===== src/rtl/parallax_starfield.sv =====
// Multi-layer parallax starfield: per-layer Galois LFSR stars, scrolled
// during vertical blanking. Ports: clk, reset, hpos/vpos/display_on in; speed, freeze in; rgb, busy out.
module parallax_starfield #(
  parameter int NUM_LAYERS = 3,
  parameter int LFSR_W = 19,
  parameter logic [LFSR_W-1:0] TAPS = 19'b1110010000000000000,
  parameter logic [LFSR_W-1:0] SEED_BASE = '1,
  parameter int FIELD_W = 640,
  parameter int FIELD_H = 480,
  parameter int DENSITY_BITS = 9,
  parameter int SPEED_W = 4,
  parameter int POS_W = 10
) (
  input  logic                          clk,
  input  logic                          reset,
  input  logic [POS_W-1:0]              hpos,
  input  logic [POS_W-1:0]              vpos,
  input  logic                          display_on,
  input  logic [NUM_LAYERS*SPEED_W-1:0] speed,
  input  logic                          freeze,
  output logic [2:0]                    rgb,
  output logic                          busy
);

  typedef enum logic [1:0] {
    IDLE,
    ADVANCE,
    LOAD
  } state_t;

  localparam logic [POS_W-1:0] FW = POS_W'(FIELD_W);
  localparam logic [POS_W-1:0] FH = POS_W'(FIELD_H);
  localparam logic [POS_W-1:0] XL = POS_W'(FIELD_W - 1);
  localparam logic [POS_W-1:0] YL = POS_W'(FIELD_H - 1);

  function automatic logic [LFSR_W-1:0] step(
    input logic [LFSR_W-1:0] s
  );
    return {1'b0, s[LFSR_W-1:1]} ^ (s[0] ? TAPS : '0);
  endfunction

  logic in_field;
  logic frame_end;

  assign in_field  = (hpos < FW) && (vpos < FH);
  assign frame_end = in_field && (hpos == XL) && (vpos == YL);

  logic [NUM_LAYERS-1:0]   star;
  logic [NUM_LAYERS-1:0]   act;
  logic [NUM_LAYERS*3-1:0] col;

  for (genvar k = 0; k < NUM_LAYERS; k++) begin : g_layer
    localparam logic [LFSR_W-1:0] SEED =
      SEED_BASE ^ (LFSR_W'(k) << 4);

    state_t              state_q;
    state_t              state_d;
    logic [LFSR_W-1:0]   lfsr;
    logic [LFSR_W-1:0]   start;
    logic [SPEED_W-1:0]  rem;
    logic [SPEED_W-1:0]  spd;

    assign spd = freeze ? '0 : speed[k*SPEED_W +: SPEED_W];

    always_comb begin
      state_d = state_q;
      unique case (state_q)
        IDLE:
          if (frame_end)
            state_d = (spd != '0) ? ADVANCE : LOAD;
        ADVANCE:
          if (rem == SPEED_W'(1))
            state_d = LOAD;
        LOAD:
          state_d = IDLE;
        default:
          state_d = IDLE;
      endcase
    end

    // lfsr only free-runs in IDLE; a too-short blanking
    // just stalls it until the sequence completes.
    always_ff @(posedge clk or posedge reset) begin
      if (reset) begin
        state_q <= IDLE;
        lfsr    <= SEED;
        start   <= SEED;
        rem     <= '0;
      end else begin
        state_q <= state_d;
        unique case (state_q)
          IDLE:
            if (frame_end)
              rem <= spd;
            else if (in_field)
              lfsr <= step(lfsr);
          ADVANCE: begin
            start <= step(start);
            rem   <= rem - SPEED_W'(1);
          end
          LOAD:
            lfsr <= start;
          default: ;
        endcase
      end
    end

    assign star[k] = &lfsr[LFSR_W-1 -: DENSITY_BITS];
    assign act[k]  = (state_q != IDLE);
    assign col[k*3 +: 3] = (k == 0) ? 3'b111 : lfsr[2:0];
  end

  logic [2:0] sel;

  // Walk from the farthest layer so the nearest star wins.
  always_comb begin
    sel = '0;
    for (int k = NUM_LAYERS - 1; k >= 0; k--)
      if (star[k])
        sel = col[k*3 +: 3];
  end

  // Seeds may themselves be stars, so reset must blank rgb
  // directly rather than rely on the layer state.
  assign rgb = (!reset && display_on && in_field && (|star))
             ? sel : 3'b000;
  assign busy = |act;

endmodule


===== config.mk =====
export PLATFORM = sky130hd
export DESIGN_NAME = parallax_starfield
export DESIGN_NICKNAME = d
export VERILOG_FILES = /design/src/rtl/parallax_starfield.sv
export SDC_FILE = /design/constraint.sdc
export NUM_CORES = 1
export LEC_CHECK = 0
export CORE_ASPECT_RATIO = 0.5
export CORE_MARGIN = 4
export CORE_UTILIZATION = 29
export DETAILED_ROUTE_END_ITERATION = 8
export PLACE_DENSITY = 0.57
export REMOVE_ABC_BUFFERS = 1
export SETUP_SLACK_MARGIN = 0.3
export SLEW_MARGIN = 20
export SYNTH_ARGS = -nofsm -noshare
export SYNTH_HDL_FRONTEND = slang
export SYNTH_SLANG_ARGS = --single-unit

===== constraint.sdc =====
create_clock -name clk -period 3.8 [get_ports clk]
set_input_delay 0.76 -clock clk [delete_from_list [all_inputs] [get_ports clk]]
set_output_delay 0.76 -clock clk [all_outputs]
set_load 0.01 [all_outputs]

==> results.txt, run 1 <==
Hold path cells = 2
Largest net degree at the start of global routing = 51
RSZ-0062 raised after global routing = no
Status = completed
Boundary pin count = 40
DR DRC count = 0
Chip width = 224 µm
Setup CP Type = reg -> out
CP Capture Type = output port
Rows = 39
Final setup fails = 0
FF-to-FF setup slack = 1590 ps
# placed instances = 1,000
Number of global-route vias before repair = 5,290
Min-delay worst type = reg -> reg
Ant diodes = 0
Setup TNS = 0 ps
Total Power = 4040 µW
TritonCTS buffer count = 17
Die Span Y = 116 µm
Register area share after synthesis = 50.9%
Via density = 5.05
FF-to-FF Start = g_layer[2].state_q[0]
Post-Synthesis Cell Area = 6760 µm²
Global-route wire length before repair = 26,300 µm
Grt total ovfl = 0
Fin crit share = 80.5%
Core ar. = 22,900 µm²
DRT Pass-1 Iters = 4
Final Max Slew Viols = 0
Final Instance Count excl. Fillers = 1,032
Largest cells by area after synthesis = dfstp_2 43%, dfrtp_1 8.1%, mux2_2 5.5%, nor3_1 5.0%, o22ai_1 4.7%
Period minus WS final = 3060 ps
CP arrival = 2300 ps
Placed wire-length estimate = 9800 µm
Synthesis-stage register bit count = 132
Initial Utilization = 29.5%
Startpoint types = flip-flop
CP Data Required Time = 3040 ps
Routed Antenna Nets = 0
Layout cells sized above 1 = 29.1%
Maximum vdd drop = 349 µV
Drt wl/cell = 14.8 µm
Leak pwr = 0.00321 µW
Die Footprint = 26,000 µm²
CTS sink count = 132
Post-Route Utilization = 35.1%
Post-layout nets = 754
Antenna violations before repair = 0
Worst Hold End = g_layer[1].start[11]
Cells after Synth = 689
Unique masters post-synth = 51
Via Count = 5,207
Hold WS = 454 ps
Fmax = 327 MHz
Pwr Density = 502 nW/µm²
Port Buffers = 39
CTS Root Cell = clkbuf_16
Yosys warning total = 0
Share of the synthesized area in the top cell type = 42.8%
Clk_skew = 7.19 ps
P&R area growth vs syn = 18.9%
Endpoints failing hold = 0
Min-Delay Startpoint = g_layer[1].start[12]
CTS tree = yes
Final WL = 15,300 µm
Cell taking the most area after synthesis = dfstp_2
R2R depth = 4
R2R Path End = g_layer[2].lfsr[5]
Clock buffer depth = 2
GP Congestion = 0.795
Max-Cap Viols = 0
Worst-path clk slew = 60 ps
Worst slew pin tran = 1040 ps
Filler Cells Inserted = 2,284
Worst Path Max Fanout = 14
Relative slew slack = 30.7%
All-layer global routing usage = 12.3%
Avg Inst Size Synth = 9.81 µm²
Htree depth = 4
DRT iter0 DRCs = 264
Worst skew pair latency = 420 ps
power breakdown:
part	internal [µW]	switching [µW]
combinational	273	247
clock	862	712
sequential	1730	209
timing repair:
action                     CTS  global route
setup endpoints to repair    3             3
gates resized for setup      1             4
setup buffers                0             0
gates cloned                 0             0
hold buffers                 0             0
cells by family after synthesis:
kind of cell	synth area share (%)
fa+ha+maj	1.11
compound gates	15.6
mux	5.65
xor+xnor	2.33
simple gates	19.8
flops	50.9
buf+inv	4.59
through the flow:
step / area (µm²) / setup slack (ps)
CTS: 8010 / 358
global placement: 7460 / 380
global route: 8040 / 539
floorplan: 6520 / -304
detailed placement: 7460 / 295
finish: 8040 / 742
cell usage after synthesis (all sizes together):
master / count
nand2b: 3
nand3: 15
xnor2: 18
dfstp: 110
ha: 6
o31a: 1
o31ai: 2
or3b: 3
dfrtp: 22
nor4: 4
or2: 1
nor3b: 5
a22oi: 4
clkbuf: 35
nor2b: 6
o21ai: 13
inv: 19
a21o: 6
a221o: 2
nand2: 78
nor2: 59
nand3b: 1
o32ai: 3
o211ai: 2
and2: 4
mux2i: 1
or3: 4
and3: 12
a31oi: 2
o22ai: 51
nand4b: 2
a221oi: 3
o221a: 1
a21oi: 15
buf: 19
mux2: 33
nor3: 72
nand4: 6
a22o: 2
o311ai: 4
a211oi: 40
worst max path at each step:
stage | from | end | slack [ps] | cells after the start
final | g_layer[1].state_q[0] | busy | 740 | 3
after detailed placement | hpos[8] | rgb[0] | 300 | 6
after global placement | hpos[8] | rgb[0] | 380 | 6
after CTS | hpos[8] | rgb[1] | 360 | 6
after floorplan | reset | g_layer[0].rem[0] | -300 | 1
after global routing | g_layer[1].state_q[0] | busy | 540 | 3
worst max-delay path: stages, from the launching register on:
cell and delay (ps):
dfrtp_1 560, nor2_1 630, nand3_1 150, clkdlybuf4s50_1 520
per-layer routing:
metal / GRT usage (%) / up-vias / part of all wire [%]
li1: - / 2548 / -
met4: 3.78 / 0 / 1.1
met3: 3.21 / 15 / 2.9
met2: 19.8 / 69 / 47
met1: 16.6 / 2575 / 49
met5: 0 / - / 0
cell usage in the layout (no fill, tap or decap), types with 4 or more instances in the layout:
cell type        instances
nand3_1                 15
dfstp_2                110
clkdlybuf4s50_1         36
nor3_1                  68
nor2_1                  59
nand4_1                  6
a211oi_1                36
ha_1                     6
xnor2_1                 18
or3_1                    4
a22oi_1                  4
mux2_2                  33
and3_1                  12
o311ai_0                 4
clkbuf_16               17
o22ai_1                 51
and2_1                   4
nand2_1                 77
a21o_1                   6
nor2b_1                  6
inv_6                    8
inv_1                   18
dfrtp_1                 22
buf_4                   18
o21ai_0                 12
nor3b_1                  5
a21oi_1                 14
registers in the layout, indices dropped and copies added, names as in the netlist:
register	cells
g_layer.start	57
g_layer.state_q	6
g_layer.rem	12
g_layer.lfsr	57
area by class of cell:
class | instances | area [µm²] | area share [%]
flip-flops and latches | 132 | 3440 | 42.8
multi-input cells | 484 | 3030 | 37.7
repair buffers | 58 | 553 | 6.88
clock buffers | 17 | 425 | 5.29
well taps | 307 | 384 | 4.78
clock inverters | 15 | 131 | 1.63
inverters | 19 | 73.8 | 0.919
Note: power is estimated with default switching activity, not from simulation.
==> inputs of run 2 (changes only) <==
--- a/config.mk
+++ b/config.mk
@@ -9,7 +9,7 @@
 export CORE_MARGIN = 4
 export CORE_UTILIZATION = 29
 export DETAILED_ROUTE_END_ITERATION = 8
-export PLACE_DENSITY = 0.57
+export PLACE_DENSITY = 0.56
 export REMOVE_ABC_BUFFERS = 1
 export SETUP_SLACK_MARGIN = 0.3
 export SLEW_MARGIN = 20
==> constraint.sdc (replaced) <==
create_clock -name clk -period 3.1 [get_ports clk]
set_input_delay 0.62 -clock clk [delete_from_list [all_inputs] [get_ports clk]]
set_output_delay 0.62 -clock clk [all_outputs]
set_load 0.01 [all_outputs]
==> run 2 against run 1 <==
- via count down 0.79%
- count of clock-buffer cells in the layout is 2 higher
- critical path depth rose by 3
- clock power increased by 16%
- die area stayed put
==> results.txt, run 2 (synthesized netlist as in run 1, its figures left out) <==
Via Count = 5,166 (-0.79%)
Global-route wire length before repair = 26,300 µm (+0.13%)
Routed Antenna Nets = 0 (unchanged)
Period minus WS final = 2690 ps
DR DRC count = 0 (unchanged)
Hold WS = 464 ps (+9.41 ps)
Pwr Density = 600 nW/µm² (+19%)
Ant diodes = 0 (unchanged)
Largest stage delay on the critical path = 490 ps (-140 ps)
Post-layout nets = 763 (+1.2%)
Core ar. = 22,900 µm² (unchanged)
Status = completed
Most frequent cells in the layout = 110 x dfstp_2, 77 x nand2_1, 68 x nor3_1
Commonest non-fill, non-tap cell in the layout = dfstp_2
Setup CP Type = in -> out
Pre-CTS setup slack = -57.6 ps (-353 ps)
Worst-path clk slew = 60 ps (about the same)
Leak pwr = 0.00319 µW (-0.60%)
Relative slew slack = 31.0% (+0.27 points)
Setup TNS = 0 ps (unchanged)
R2R depth = 4 (unchanged)
CP Capture Type = output port
Boundary pin count = 40 (unchanged)
CTS sink count = 132 (unchanged)
FF-to-FF setup slack = 1160 ps (-430 ps)
Fin crit share = 86.7%
Min-delay worst type = reg -> reg
Worst-path cell chain = clkdlybuf4s50_1, nand4b_4, o211ai_2, or3b_4, nor2_1, clkdlybuf4s15_2
Hold path cells = 2 (unchanged)
Final WL = 15,200 µm (-0.63%)
Drt wl/cell = 14.6 µm (-1.5%)
Final WS setup = 411 ps (-331 ps)
Port Buffers = 39 (unchanged)
Post-DP Area = 7500 µm² (+0.60%)
Worst Path Max Fanout = 3 (-11)
Final instance area = 8100 µm² (+0.84%)
Clk_skew = 6.71 ps (-0.481 ps)
Number of global-route vias before repair = 5,234 (-1.1%)
Largest registers = g_layer.lfsr: 57 flops, g_layer.start: 57 flops, g_layer.rem: 12 flops
Final setup fails = 0 (unchanged)
CP Data Required Time = 2480 ps (-560 ps)
Slowest CP cell = clkdlybuf4s50_1
Die Span Y = 116 µm (unchanged)
RSZ-0062 raised after global routing = no
Maximum vdd drop = 426 µV (+22%)
Endpoints failing hold = 0 (unchanged)
P&R area growth vs syn = 19.9%
Htree depth = 4 (unchanged)
CP arrival = 2070 ps (-230 ps)
TritonCTS buffer count = 17 (unchanged)
DRT Pass-1 Iters = 4 (unchanged)
CTS tree = yes
All-layer global routing usage = 12.3% (about the same)
GP Congestion = 0.762 (-4.2%)
Via density = 4.96 (-1.6%)
Rows = 39 (unchanged)
Largest net degree at the start of global routing = 45 (-12%)
Filler Cells Inserted = 2,268 (-0.70%)
DRT iter0 DRCs = 301 (+14%)
Clock buffer depth = 2 (unchanged)
Fmax = 372 MHz
Startpoint types = primary input
Antenna violations before repair = 0 (unchanged)
Worst skew pair latency = 430 ps (about the same)
Die Footprint = 26,000 µm² (unchanged)
Final Max Slew Viols = 0 (unchanged)
CTS Root Cell = clkbuf_16
Max-Cap Viols = 0 (unchanged)
Placed wire-length estimate = 10,100 µm (+3.0%)
Layout cells sized above 1 = 30.5% (+1.4 points)
Grt total ovfl = 0 (unchanged)
Initial Utilization = 29.5% (unchanged)
Chip width = 224 µm (unchanged)
Worst slew pin tran = 1030 ps (-9.73 ps)
run 2: path summary, 6_finish.rpt:
path | start | end
worst max-delay path | vpos[9] | rgb[1]
worst min-delay path | g_layer[1].start[15] | g_layer[1].start[14]
worst max register to register | g_layer[1].state_q[0] | g_layer[1].lfsr[8]
worst min register to register | g_layer[1].start[15] | g_layer[1].start[14]
max in group asynchronous | reset | g_layer[0].lfsr[8]
min in group asynchronous | reset | g_layer[2].state_q[0]
run 2: critical path, delay by kind of cell:
family,cells,cell delay [ps]
AND/OR/NAND/NOR,3,640
buffers and inverters,2,720
AO/OA/AOI/OAI,1,90
run 2: cell type report:
class / count / area (µm²) / share of cell area (%)
Tap cell: 307 / 384 / 4.74
Timing Repair Buffer: 67 / 611 / 7.53
Multi-Input combinational cell: 484 / 3060 / 37.7
Sequential cell: 132 / 3440 / 42.5
Clock inverter: 13 / 103 / 1.27
Clock buffer: 19 / 433 / 5.34
Inverter: 19 / 73.8 / 0.911
run 2: layer usage:
layer	global-route usage, %	share of wire (%)	vias to the layer above
met5	0	0	-
met1	16.6	49	2539
met2	19.7	47	42
met3	2.89	2.4	13
li1	-	-	2572
met4	4.39	1.2	0
run 2: timing repair:
action | CTS | global route
hold buffers | 0 | 0
setup endpoints to repair | 3 | 3
pin swaps | 2 | 2
endpoints found under the hold margin | 0 | 0
gates resized for setup | 16 | 2
setup buffers | 1 | 2
run 2: metrics by stage:
step	instances	util [%]	total power (µW)
final	1041	35.4	4860
after global routing	1041	35.4	5160
after CTS	1039	35.3	4920
after detailed placement	1006	32.8	3040
after global placement	1006	32.8	3010
after floorplan	635	-	2800
run 2: power breakdown:
part	internal, µW	leakage (µW)	switching, µW
Sequential	2130	0.00141	254
Clock	1030	0.000255	788
Combinational	347	0.00152	317
Total	3500	0.00319	1360
